**src/rtl/kgp_fetch_pkg.sv**
```systemverilog
// Shared definitions for the instruction-fetch stage: FSM state encoding and
// default geometry for the PC, instruction word and return-address stack.
package kgp_fetch_pkg;

    localparam int unsigned DefPcW      = 10;
    localparam int unsigned DefInstrW   = 32;
    localparam int unsigned DefResetPc  = 0;
    localparam int unsigned DefRasDepth = 4;

    typedef enum logic [1:0] {
        StBoot,
        StRun,
        StFlush,
        StHalt
    } fetch_state_e;

endpackage

```
**src/rtl/ret_addr_stack.sv**
```systemverilog
// Circular return-address stack. A push when full overwrites the oldest entry;
// a pop when empty leaves the stack untouched. The caller flags both cases.
module ret_addr_stack #(
    parameter int unsigned Depth = 4,
    parameter int unsigned Width = 10,
    localparam int unsigned PtrW = (Depth > 1) ? $clog2(Depth) : 1
) (
    input  logic             clk_i,
    input  logic             rst_i,
    input  logic             push_i,
    input  logic             pop_i,
    input  logic [Width-1:0] data_i,
    output logic [Width-1:0] top_o,
    output logic             empty_o,
    output logic             full_o,
    output logic [PtrW-1:0]  ptr_o
);

    localparam int unsigned CntW = $clog2(Depth + 1);

    logic [Width-1:0] mem_q [Depth];
    logic [PtrW-1:0]  ptr_q, ptr_d;
    logic [CntW-1:0]  cnt_q, cnt_d;
    logic [PtrW-1:0]  ptr_next, ptr_prev;

    // Pointer arithmetic modulo Depth; ptr_q is the next free slot.
    always_comb begin
        ptr_next = (ptr_q == PtrW'(Depth - 1)) ? '0 : ptr_q + PtrW'(1);
        ptr_prev = (ptr_q == '0) ? PtrW'(Depth - 1) : ptr_q - PtrW'(1);
        empty_o  = (cnt_q == '0);
        full_o   = (cnt_q == CntW'(Depth));
        top_o    = mem_q[ptr_prev];
        ptr_o    = ptr_q;
    end

    // Next pointer/occupancy; push takes precedence over pop.
    always_comb begin
        ptr_d = ptr_q;
        cnt_d = cnt_q;
        if (push_i) begin
            ptr_d = ptr_next;
            if (!full_o) cnt_d = cnt_q + CntW'(1);
        end else if (pop_i && !empty_o) begin
            ptr_d = ptr_prev;
            cnt_d = cnt_q - CntW'(1);
        end
    end

    // Pointer/occupancy state; clearing the count discards all entries.
    always_ff @(posedge clk_i) begin
        if (rst_i) begin
            ptr_q <= '0;
            cnt_q <= '0;
        end else begin
            ptr_q <= ptr_d;
            cnt_q <= cnt_d;
        end
    end

    // Entry storage; no reset needed since occupancy gates every read.
    always_ff @(posedge clk_i) begin
        if (!rst_i && push_i) mem_q[ptr_q] <= data_i;
    end

endmodule

```
**src/rtl/pc_fetch_unit.sv**
```systemverilog
// Instruction-fetch stage: owns the PC, drives the synchronous instruction
// memory and squashes the wrong-path fetch on a branch redirect.
// Optional return-address stack enabled by defining KGP_FETCH_RAS_EN.
module pc_fetch_unit
    import kgp_fetch_pkg::*;
#(
    parameter int unsigned PC_W      = DefPcW,
    parameter int unsigned INSTR_W   = DefInstrW,
    parameter int unsigned RESET_PC  = DefResetPc,
    parameter int unsigned RAS_DEPTH = DefRasDepth
) (
    input  logic               clk,
    input  logic               rst,
    input  logic               stall,
    input  logic               halt,
    input  logic               pc_src,
    input  logic [PC_W-1:0]    ex_npc,
    input  logic               is_call,
    input  logic               is_ret,
    input  logic [INSTR_W-1:0] imem_rdata,
    output logic [PC_W-1:0]    imem_addr,
    output logic [INSTR_W-1:0] instr,
    output logic [PC_W-1:0]    instr_pc,
    output logic               instr_valid,
    output logic [PC_W-1:0]    link_addr,
    output logic               ras_err
);

    fetch_state_e       state_q, state_d;
    logic [PC_W-1:0]    pc_q, pc_d;
    logic [INSTR_W-1:0] instr_q, instr_d;
    logic [PC_W-1:0]    instr_pc_q, instr_pc_d;
    logic               valid_q, valid_d;
    logic               accept;
    logic [PC_W-1:0]    target;

    // Redirects only from RUN on a correct-path instruction; halt and stall win.
    assign accept = (state_q == StRun) && pc_src && valid_q && !stall && !halt;

`ifdef KGP_FETCH_RAS_EN
    localparam int unsigned RasPtrW = (RAS_DEPTH > 1) ? $clog2(RAS_DEPTH) : 1;

    logic               do_call, do_ret;
    logic               ras_empty, ras_full;
    logic [PC_W-1:0]    ras_top;
    logic [RasPtrW-1:0] unused_ras_ptr;
    logic               ras_err_q, ras_err_d;

    // Call dominates when both call and return are flagged.
    assign do_call = accept && is_call;
    assign do_ret  = accept && is_ret && !is_call;

    ret_addr_stack #(
        .Depth (RAS_DEPTH),
        .Width (PC_W)
    ) u_ras (
        .clk_i   (clk),
        .rst_i   (rst),
        .push_i  (do_call),
        .pop_i   (do_ret),
        .data_i  (link_addr),
        .top_o   (ras_top),
        .empty_o (ras_empty),
        .full_o  (ras_full),
        .ptr_o   (unused_ras_ptr)
    );

    // Return target comes from the stack unless it has run dry.
    always_comb begin
        target    = (do_ret && !ras_empty) ? ras_top : ex_npc;
        ras_err_d = ras_err_q | (do_call && ras_full) | (do_ret && ras_empty);
    end

    // Sticky overflow/underflow flag, cleared only by reset.
    always_ff @(posedge clk) begin
        if (rst) ras_err_q <= 1'b0;
        else     ras_err_q <= ras_err_d;
    end

    assign ras_err = ras_err_q;
`else
    logic unused_ras_in;

    assign unused_ras_in = is_call ^ is_ret;
    assign target        = ex_npc;
    assign ras_err       = 1'b0;
`endif

    // Next-state and datapath: halt > stall > redirect > sequential fetch.
    always_comb begin
        state_d    = state_q;
        pc_d       = pc_q;
        instr_d    = instr_q;
        instr_pc_d = instr_pc_q;
        valid_d    = valid_q;
        unique case (state_q)
            StBoot: begin
                state_d = StRun;
            end
            StRun, StFlush: begin
                if (halt) begin
                    state_d = StHalt;
                    valid_d = 1'b0;
                end else if (!stall) begin
                    instr_d    = imem_rdata;
                    instr_pc_d = pc_q;
                    if (accept) begin
                        // Fetch already in flight is wrong-path; mark it invalid.
                        pc_d    = target;
                        valid_d = 1'b0;
                        state_d = StFlush;
                    end else begin
                        pc_d    = pc_q + PC_W'(1);
                        valid_d = 1'b1;
                        state_d = StRun;
                    end
                end
            end
            StHalt: begin
                valid_d = 1'b0;
            end
            default: begin
                state_d = StBoot;
            end
        endcase
    end

    // Stage registers with synchronous reset to BOOT.
    always_ff @(posedge clk) begin
        if (rst) begin
            state_q    <= StBoot;
            pc_q       <= PC_W'(RESET_PC);
            instr_q    <= '0;
            instr_pc_q <= '0;
            valid_q    <= 1'b0;
        end else begin
            state_q    <= state_d;
            pc_q       <= pc_d;
            instr_q    <= instr_d;
            instr_pc_q <= instr_pc_d;
            valid_q    <= valid_d;
        end
    end

    assign imem_addr   = pc_q;
    assign instr       = instr_q;
    assign instr_pc    = instr_pc_q;
    assign instr_valid = valid_q;
    assign link_addr   = instr_pc_q + PC_W'(1);

endmodule

```
**config.mk**
```make
export PLATFORM = sky130hd
export DESIGN_NAME = pc_fetch_unit
export DESIGN_NICKNAME = d
export VERILOG_FILES = /design/src/rtl/kgp_fetch_pkg.sv /design/src/rtl/ret_addr_stack.sv /design/src/rtl/pc_fetch_unit.sv
export SDC_FILE = /design/constraint.sdc
export NUM_CORES = 1
export LEC_CHECK = 0
export BUFFER_PORTS_ARGS = -buffer_cell sky130_fd_sc_hd__buf_2
export CELL_PAD_IN_SITES_DETAIL_PLACEMENT = 1
export CELL_PAD_IN_SITES_GLOBAL_PLACEMENT = 1
export CORE_AREA = 5 5 112 88
export DETAILED_ROUTE_END_ITERATION = 10
export DIE_AREA = 0 0 117 93
export PLACE_DENSITY = 0.74
export SYNTH_ARGS = -nofsm -noshare
export SYNTH_HDL_FRONTEND = slang
export SYNTH_HIERARCHICAL = 1
export SYNTH_SLANG_ARGS = --single-unit
```
**constraint.sdc**
```tcl
create_clock -name clk -period 1.65 [get_ports clk]
set_input_delay 0.33 -clock clk [delete_from_list [all_inputs] [get_ports clk]]
set_output_delay 0.33 -clock clk [all_outputs]
set_load 0.005 [all_outputs]
```
==> summary.md, run 1 <==
The tools report the capture point of the worst reg-to-reg path as imem_addr[8]. The library cells used most frequently in the layout, excluding fill and tap cells, are buf_2, nand2_1, dfxtp_1. The maximum achievable frequency is 0.549 GHz, and the count of mapped cells out of synthesis is 308. The worst endpoint required time is 1.32 ns, and the number of flops mapped to enable cells by yosys is 0.

At the end of routability-driven placement, the weighted congestion stood at 0.765. Total wire length after detailed routing: 8680 um. The final critical-path share of the clock period came out at 110%. Of the cells placed in the final design, the portion with a size suffix greater than 1 is 42.9%. Number of DRC violations after detailed routing: 0. For this design, the slowest cell found on the critical path is dfxtp_2. Pin count of the biggest net entering global routing: 26. For the number of H-tree branching levels, the log shows 2. The total power density per cell area is 1070 nW/um2. The tools report the hold path endpoint as instr[14]. In this run, CTS created clock tree buffers numbering 5. The mapped cell area is 2440 um2, and the via count of the routed design is 2,659.

The area growth from synthesis to layout came out at 51.0%. The worst setup path is captured at a primary output. Proportion of power drawn by flip-flops and latches: 39.6%. Using the TritonRoute via totals, the vias-per-cell ratio works out to 4.77. The run gives -0.173 ns as the slack of the critical path. 0 antenna diodes ended up in the layout. The flow ran to the end, but the final reports show violations. The die height is 93 um.

Across the VDD grid, the largest voltage drop is 446 uV. The worst setup path is of the flop to primary output kind. In this run the power spent charging and discharging nets is 1.17 mW.

Before CTS, the worst setup slack after placement is -0.0784 ns. The post-route cell area was 3680 um2; the switching power as a share of total power was 29.8%. The die covers 10,900 um2. Final critical delay including setup and external delays: 1.82 ns.

Of the synthesized area, sequential elements account for 45.1%. The largest total area in the synthesized netlist belongs to dfxtp_1. The overflow left after global routing was 0. The final reports fail on setup timing. Core outline area: 8710 um2. The number of nets still failing antenna checks after routing was 0; the average wire per standard cell was 15.6 um. After synthesis, the share of flip-flops with an asynchronous set or reset is 0%. The highest net fanout along the worst path was 2. In this run the tightest slew margin relative to its limit is 66.6%.

The pre-antenna-repair detailed-routing pass consisted of 4 iterations. For the pin with the worst max-slew slack, the measured transition is 0.502 ns. The placement-stage cell area was 3330 um2. Sorting the synthesized cells by area gives the leading types as dfxtp_1, nand2_1, a21oi_1, ha_1, xnor2_1. Of the total power, combinational logic draws 30.8%. The final layout contains 499 nets. The die width was 117 um; the share of Yosys cell area claimed by the top area cell type was 45.1%. In this run the mean area of a mapped cell was 7.92 um2. The logs give 0 for the initial antenna violation count and -0.02 ns for the slack of the worst reg-to-reg path. TritonCTS built the clock tree. The clock passes through at most 2 buffers. The buffer and inverter count on the worst path was 1; the delay of the slowest cell on the worst path was 0.33 ns.

Warning count from the yosys run: 6. The run gives 362 as the synthesized netlist net count. For the wire length of the first global-routing pass, the log shows 13,200 um.

The logs give 0 for the final-report max-slew violation count and 15.2% for the overall track demand over capacity in global routing. Among cell families on the critical path, the largest total delay comes from simple AND/OR/NAND/NOR gates. Counting the fill cells in the layout gives 1,098. Setup violations remaining at the end of the flow were counted as 5. The design draws 3.93 mW.

The site row count is 30. The via count of the first global-routing pass came out at 2,676. Synthesis instantiated 42 different standard cells from the library.

Detailed placement finished with a half-perimeter wire length of 6480 um. The signal on the critical path passes through and4_4 > and3_4 > nand4_1 > xnor2_1 > buf_2. The worst clock skew was 0.00377 ns. Synthesis inferred 55 register bits. The area taken by flip-flops and latches was 1110 um2; the clock transition time at the flip-flop clock pins of the worst setup and hold paths was 0.07 ns. The path class of the tightest hold or removal check is input port to flop. The count of final hold-check violations was 0. The clock group share of total power was 29.6%. For this configuration, the core starts out at a cell density of 28.0%.

The analysis attributes to cell leakage a power of 1.60 nW. The clock tree root buffer cell is clkbuf_16. Number of buffer cells added on primary ports: 109. For this run, the leading register cell type out of synthesis is dfxtp_1. The critical path data arrival time was 1.49 ns. Worst min-delay path startpoint: imem_rdata[14]. The critical path runs through a total of 5 cells. For this design, the CTS-stage hold fixing added 0 buffers.

Max-cap violations in this run came to 0. The first routing iteration left 69 violations. In the final layout, the multi-input gates occupy 1320 um2. The worst hold path was traced through 3 stages.

Clock latency reported for the late side of the worst-skew pair: 0.29 ns. Setup repair after global routing could not meet its margin everywhere. The clock net sink count came out at 55. The library cell used most frequently in the layout, excluding fill and tap cells, is buf_2.

The startpoint identified for the worst register-to-register timing path is state_q[1]. In this run the count of I/O pins placed on the die edge is 113. Cells fill 42.3% of the core in the end. The sort of element at the start of the critical path is a flop.

The worst reg2reg path depth works out to 5. The internal portion of the total power is 2.76 mW.
[per-stage QoR]
| stage | TNS, ns | cells | hold slack, ns |
|---|---|---|---|
| after global placement | -0.0300 | 543 | 0.439 |
| after global routing | -0.893 | 557 | 0.274 |
| after CTS | -0.321 | 553 | 0.274 |
| final | -0.367 | 557 | 0.273 |
| after floorplan | 0 | 308 | 0.453 |
| after detailed placement | -0.116 | 543 | 0.448 |
[flip-flops by register name (all words and copies together), names as in the netlist]
signal	count
state_q	2
instr_pc	10
instr_valid	1
imem_addr	10
instr	32
[cells in the mapped netlist (4+ instances only)]
| master | instances |
|---|---|
| nor2_1 | 5 |
| buf_2 | 7 |
| a21oi_1 | 48 |
| mux2i_1 | 4 |
| ha_1 | 5 |
| inv_1 | 8 |
| nand2_1 | 93 |
| xnor2_1 | 7 |
| dfxtp_1 | 55 |
| nand4_1 | 4 |
| clkbuf_1 | 10 |
| nor3_1 | 6 |
| o21ai_0 | 6 |
| nand3_1 | 8 |
[area by class of cell]
type,instances,share of cell area (%)
well taps,112,3.80
inverters,8,0.883
flip-flops and latches,55,30.2
clock inverters,1,0.815
repair buffers,151,25.1
multi-input cells,224,35.7
clock buffers,6,3.50
[power by group through the flow]
stage | clock network [mW] | logic (mW) | registers (mW)
floorplan | 0 | 0.588 | 1.60
global placement | 0 | 1.02 | 1.57
detailed placement | 0 | 1.08 | 1.59
CTS | 1.20 | 1.12 | 1.55
global route | 1.25 | 1.33 | 1.57
finish | 1.17 | 1.21 | 1.56
[timing repair]
| action | CTS | global route |
|---|---|---|
| setup buffers | 3 | 3 |
| endpoints found under the setup margin | 12 | 19 |
| resized for setup | 10 | 33 |
| gates cloned | 0 | 1 |
| pin swaps | 5 | 15 |
[metal layers]
metal	part of all wire, %	GRT usage [%]	up-vias
met5	0	0	-
met4	0.74	2.67	0
met3	9.0	5.69	6
met2	48	25.9	78
met1	42	18.3	1259
li1	-	-	1316
[worst max path at each step]
stage / startpoint / end / slack [ns]
2_1_floorplan: state_q[0] / imem_addr[8] / 0.009
3_3_place_gp: state_q[0] / imem_addr[8] / -0.02
3_5_place_dp: state_q[0] / imem_addr[8] / -0.08
4_1_cts: instr_pc[2] / link_addr[9] / -0.23
5_1_grt: instr_pc[2] / link_addr[9] / -0.28
6_report: instr_pc[2] / link_addr[9] / -0.17
[worst min-delay path, delay by kind of cell]
kind / cells / cell delay, ns
buffers and inverters: 1 / 0.10
AND/OR/NAND/NOR: 1 / 0.04
AO/OA/AOI/OAI: 1 / 0.05
[cells by family (layout without fill, tap and decap cells)]
logic type	after synthesis	in the layout	synth area share, %
AND/OR/NAND/NOR	134	134	24.7
AO/OA/AOI/OAI	72	72	17.4
flip-flops	55	55	45.1
buffers and inverters	29	166	5.59
XOR/XNOR	8	8	2.87
adder cells (fa/ha/maj)	5	5	2.56
multiplexers	4	4	1.64
other	1	1	0.154
No activity file was read; power rests on OpenSTA's default activity.
==> inputs of run 2 (changes only) <==
==> constraint.sdc (replaced) <==
create_clock -name clk -period 1.65 [get_ports clk]
set_input_delay 0.2475 -clock clk [delete_from_list [all_inputs] [get_ports clk]]
set_output_delay 0.2475 -clock clk [all_outputs]
set_load 0.005 [all_outputs]
==> run 2 against run 1 <==
  * The flow still finishes with violations (setup timing)
  * First-iteration DRC count increased by 29%
  * Largest cell class unchanged
  * Largest power group unchanged
  * Cell area increased by 3.3%
  * Global-route usage increased by 0.070 points
  * Clock-buffer cell count unchanged
  * Critical path depth unchanged
  * Worst hold slack got worse by 0.081 ns
  * Highest routed layer unchanged
  * Routed wire length increased by 1.6%
  * Maximum frequency increased by 1.3%
  * Setup slack improved by 0.023 ns
==> summary.md, run 2 (same netlist as run 1, synthesis figures left out) <==
The top cell types in the final layout, fill and taps aside, are buf_2, nand2_1, dfxtp_1. The internal power came out at 2.89 mW. The worst min-delay path startpoint was imem_rdata[10]. The clock tree root buffer cell was clkbuf_16.

For this design the top-level I/O count stands at 113. The overall track demand over capacity in global routing is 15.2%. Setup repair after global routing could not meet its margin everywhere.

For the pin with the worst max-slew slack, the measured transition is 0.665 ns. The tool flagged a number of max-cap violations equal to 0. The number of buffers on the longest clock path was 2.

The wire-length estimate of the detail-placed layout is 6520 um. In this run, post-CTS hold repair placed 0 buffers. Clock latency on the worst-skew pair, taken at its later pin, is 0.29 ns. The run gives 429 uV as the worst vdd rail ir drop.

The accumulated negative setup slack was -0.237 ns; the total power density per cell area was 1080 nW/um2. Tracing the worst setup path back leads to its startpoint at instr_pc[2]. The number of buffers created by CTS was 5.

Summed over all nets, the switching power comes to 1.24 mW. The run gives 0.00791 ns as the worst clock skew. The hold path endpoint was instr[10]. From synthesis to final layout, the design area changed by 56.0%.

The run finished, with violations left. The worst hold path cell count is 3, and the number of DRC violations after detailed routing is 0. After detailed routing, the average wire length per cell comes to 15.7 um. Worst hold-check path type: input port to flop. The clock tree synthesis step divided the H-tree into 2 levels. The buffer and inverter count on the worst path came out at 1.

Most frequent standard cell in the layout excluding fill and tap cells: buf_2. The final-report max-slew violation count came out at 0. For the via count of the first global-routing pass, the log shows 2,769. Sequential cells burn 38.0% of the power. In the routed layout, each cell is associated on average with a via count of 4.79. The total of endpoints with negative setup slack in the final report was 4; the clock net sink count was 55.

The worst pin sits at a relative slew slack of 55.7%. Fraction of final layout cells sized beyond drive strength 1: 46.0%. Cell type group with the largest total delay on the critical path: simple AND/OR/NAND/NOR gates. The pin count of the biggest net entering global routing was 28; the wire length of the first global-routing pass was 13,400 um. The routed layout has 2,680 vias. The detail route stage leaves a number of antenna-violating nets equal to 0. The signal on the critical path passes through and4_4 > and3_4 > nand4_1 > xnor2_1 > buf_2. STA classifies the critical path startpoint as a flop. STA puts the critical path data required time at 1.40 ns.

At the end of the flow, the number of nets in the layout was 501. In this run the standard cell core region covers 8710 um2. Summed over all layers, the routed wires come to 8820 um. The final critical delay including setup and external delays is 1.80 ns.

The floorplan step defined a die boundary enclosing 10,900 um2. Measured on the finished design, the core utilization comes to 43.7%. The largest single stage delay on the critical path is 0.33 ns. The clock group share of total power was 30.0%; the count of final hold-check violations was 0. The floorplan step set the die height to 93 um. The worst register-to-register path has a setup slack of -0.07 ns. The switching power as a share of total power came out at 30.0%.

The overall power after layout is 4.13 mW, and the initial antenna violation count is 0. The tools report the overflow left after global routing as 0. Per report_power, the combinational group accounts for 32.0% of the total.

The initial core utilization came out at 28.0%. The cell with the largest stage delay on the worst path is dfxtp_2. The capture point of the worst reg-to-reg path was imem_addr[8]. The checks that failed: setup timing. Clock-pin slew was measured on the worst setup and hold paths at 0.07 ns.

The final critical-path share of the clock period was 109%. The register with the most flip-flops in the layout has 32 of them. The violation count after the first detailed-route iteration came out at 89.

The run gives -0.150 ns as the slack of the critical path. The critical path data arrival time was 1.55 ns; the antenna diode instance count was 0. Summed over all cells, the static leakage comes to 1.73 nW. The die is 117 um wide.

Based on the critical path, the design can be clocked at up to 0.556 GHz. After filler insertion, the fill cell instance count of the layout stands at 1,082. Of all nets on the critical path, the largest fanout is 2. For the site row count, the log shows 30. STA classifies the critical path endpoint as a primary output. The startpoint of the most critical register-to-register path is state_q[0]. Type of the worst setup path: flop to primary output.

The weighted congestion at the end of routability-driven global placement was 0.791; the worst reg2reg path depth was 5. The first-pass iteration count of the detailed router is 4. The number of buffer cells added on primary ports is 109. TritonCTS built the clock tree.
-- run 2: how the worst max path moves through the flow --
| stage | slack [ns] | cells after the start | endpoint |
|---|---|---|---|
| after floorplan | 0.009 | 5 | imem_addr[8] |
| after CTS | -0.19 | 5 | link_addr[9] |
| after detailed placement | -0.08 | 5 | imem_addr[8] |
| after global placement | -0.01 | 5 | imem_addr[8] |
| final | -0.15 | 5 | link_addr[9] |
| after global routing | -0.19 | 5 | link_addr[9] |
-- run 2: cell type report --
cell class	instances	area [um2]	area share, %
clock buffers	6	139	3.65
clock inverters	2	35.0	0.920
inverters	8	32.5	0.855
multi-input cells	224	1370	36.0
flip-flops and latches	55	1110	29.3
well taps	112	140	3.68
repair buffers	153	977	25.7
-- run 2: routing by layer --
layer / global-route usage [%] / up-vias / wire length, um
li1: - / 1325 / -
met1: 17.8 / 1269 / 3630
met2: 27.4 / 82 / 4390
met3: 5.30 / 4 / 768
met4: 1.81 / 0 / 36
met5: 0 / - / 0
-- run 2: what timing repair did --
| action | in CTS | in global routing |
|---|---|---|
| setup endpoints to repair | 26 | 53 |
| cloned | 0 | 1 |
| pin swaps | 6 | 19 |
| buffers inserted | 2 | 7 |
| gates resized for setup | 16 | 45 |
-- run 2: worst min-delay path, cell delays in order --
cell and delay (ns):
buf_2 0.10, nand2_1 0.05, a21oi_1 0.05
-- run 2: stage by stage --
stage	setup slack [ns]	hold WS, ns	instance area (um2)	std cells
2_1_floorplan	0.00919	0.383	2460	308
3_3_place_gp	-0.0124	0.439	3320	542
3_5_place_dp	-0.0842	0.447	3320	542
4_1_cts	-0.189	0.186	3560	552
5_1_grt	-0.193	0.190	3810	560
6_report	-0.150	0.192	3810	560
-- run 2: power groups by stage --
| stage | combinational (mW) | clock [mW] | sequential (mW) |
|---|---|---|---|
| finish | 1.32 | 1.24 | 1.57 |
| global route | 1.44 | 1.33 | 1.59 |
| CTS | 1.13 | 1.28 | 1.55 |
| detailed placement | 1.08 | 0 | 1.58 |
| global placement | 1.04 | 0 | 1.57 |
| floorplan | 0.588 | 0 | 1.60 |
==> inputs of run 3 (changes only) <==
==> constraint.sdc (replaced) <==
create_clock -name clk -period 1.65 [get_ports clk]
set_input_delay 0.165 -clock clk [delete_from_list [all_inputs] [get_ports clk]]
set_output_delay 0.165 -clock clk [all_outputs]
set_load 0.005 [all_outputs]
==> run 3 against run 2 <==
  * The run still ends with setup timing left
  * Die area unchanged
  * Clock power decreased by 17%
  * Clock-buffer cell count rose by 1
==> summary.md, run 3 (same netlist as run 1, synthesis figures left out) <==
The top cell types in the final layout, fill and taps aside, are buf_2, nand2_1, dfxtp_1. The repair_antennas step left the layout with diodes totalling 0. In this run the standard cell core region covers 8710 um2.

In this run the vertical extent of the chip is 93 um. The register with the most flip-flops in the layout has 32 of them. Maximum achievable frequency: 0.571 GHz.

The run finished, with violations left. The number of nets still failing antenna checks after routing is 0. For this configuration, the core starts out at a cell density of 28.0%. The run gives 6420 um as the detailed placement HPWL.

The pin count of the biggest net entering global routing was 25; the overflow left after global routing was 0. In this run the clock root is driven by a clkbuf_16. Setup violations remaining at the end of the flow were counted as 35.

After detailed routing, the average wire length per cell comes to 16.2 um. The checks that failed: setup timing. After clock tree synthesis, the clock-pin slew on the worst setup and hold paths is 0.07 ns. The tightest slew margin relative to the limit was 59.0%.

TritonCTS built the clock tree. The accumulated negative setup slack came out at -0.918 ns. OpenSTA, run right after detailed placement, puts the worst setup slack at -0.110 ns.

The type of the worst setup path was flop to flop. The clock arrives with 0.00386 ns of skew. The run gives 1.73 nW as the static power due to leakage.

The completed layout was analyzed and its total power is 4.21 mW. The clock passes through at most 2 buffers. Clock latency on the worst-skew pair, taken at its later pin, is 0.28 ns. Across the run, the number of max-cap violations was 0. The first-pass iteration count of the detailed router came out at 4. Per report_power, the combinational group accounts for 37.6% of the total. The via count of the first global-routing pass is 2,762. The run gives 113 as the number of placed I/O pins. The clock drives 55 sinks. Highest net fanout along the worst path: 6.

The post-placement cell count came out at 542. Tracing the worst setup path back leads to its startpoint at state_q[0]. Measured along the x axis, the die boundary spans 117 um. The run gives 2.86 mW as the internal power. The slack of the critical path was -0.102 ns; the via count normalized by instance count was 4.82. The measured slew at the worst slew-check pin was 0.615 ns. The final critical-path share of the clock period came out at 106%. Cells with a size suffix above 1 make up 54.9% of the layout. The count of cells in the finished layout, fillers not included, comes to 564. For the overall track demand over capacity in global routing, the log shows 14.8%. IR analysis of the VDD net gives a maximum drop of 515 uV.

For this run, design rule violations remaining after detail routing come to 0. The congestion estimate from routability-driven global placement came to 0.796. The tools report the total wire length after detailed routing as 9140 um. The worst hold-check path type was input port to flop. The count of buffers added on input and output ports is 109.

The tightest hold path in the finished design has a slack of 0.114 ns. The run gives 0 as the final-report max-slew violation count. For the worst endpoint required time, the log shows 1.84 ns. The total power density per cell area came out at 1040 nW/um2. The run gives 30 as the site row count. The first global-routing pass estimated 13,000 um of wire. In this run the power spent charging and discharging nets is 1.35 mW. The detailed router finished its first iteration with 75 violations. At the end of the flow, the number of nets in the layout was 505. The worst register-to-register path begins at state_q[0].

Most frequent standard cell in the layout excluding fill and tap cells: buf_2. For the initial antenna violation count, the log shows 0. In this run the most critical hold path is launched from imem_rdata[20].

Setup repair after global routing could not meet its margin everywhere. The die covers 10,900 um2. The final critical delay including setup and external delays works out to 1.75 ns.

The worst setup path is captured at a flop. For the number of H-tree branching levels, the log shows 2. STA classifies the critical path startpoint as a flop. The switching power as a share of total power is 32.1%, and the critical path data arrival time is 1.95 ns. The number of buffers created by CTS is 5, and the proportion of power drawn by flip-flops and latches is 37.9%. The count of final hold-check violations came out at 0. Compared with the post-synthesis result, the final layout area differs by 65.8%. The clock group share of total power was 24.5%; the via count of the routed design was 2,721.
[run 3: area by class of cell]
cell class / count / area, um2
Fill cell: 1070 / 4660
Multi-Input combinational cell: 224 / 1540
Sequential cell: 55 / 1110
Timing Repair Buffer: 157 / 1090
Tap cell: 112 / 140
Clock buffer: 7 / 133
Inverter: 8 / 32.5
Clock inverter: 1 / 5.00
[run 3: per-layer routing]
| layer | wire length [um] | GRT usage (%) | vias up |
|---|---|---|---|
| met1 | 3740 | 17.6 | 1281 |
| met5 | 0 | 0 | - |
| li1 | - | - | 1342 |
| met2 | 4480 | 25.3 | 86 |
| met3 | 776 | 5.69 | 12 |
| met4 | 151 | 3.44 | 0 |
[run 3: worst paths after layout]
kind                  endpoint  slack (ns)  depth (start not counted)
setup / recovery  imem_addr[6]       -0.10                          6
hold / removal       instr[20]        0.11                          3
hold reg to reg      instr[20]        0.46                          2
setup reg to reg  imem_addr[6]       -0.10                          6
[run 3: metrics by stage]
step / util, % / instance area (um2)
floorplan: - / 2460
global placement: 38.0 / 3310
detailed placement: 38.0 / 3310
CTS: 40.1 / 3490
global route: 46.5 / 4050
finish: 46.5 / 4050
[run 3: repair_timing]
action                     in CTS  in global routing
hold endpoints to repair        0                  0
pin swaps                       6                 46
gates resized for setup        15                 99
hold buffers                    0                  0
setup endpoints to repair      29                 48
setup buffers                   0                  7
cloned                          0                  7
[run 3: power groups by stage]
stage	Sequential (mW)	Combinational [mW]	Clock [mW]
2_1_floorplan	1.60	0.588	0
3_3_place_gp	1.57	1.02	0
3_5_place_dp	1.59	1.07	0
4_1_cts	1.57	1.12	1.06
5_1_grt	1.62	1.72	1.12
6_report	1.60	1.58	1.03
[run 3: critical path, stage by stage, from the launching register on]
cell	delay, ns
dfxtp_4	0.38
inv_4	0.05
ha_4	0.26
or3b_4	0.43
buf_6	0.16
buf_12	0.14
o31ai_1	0.24
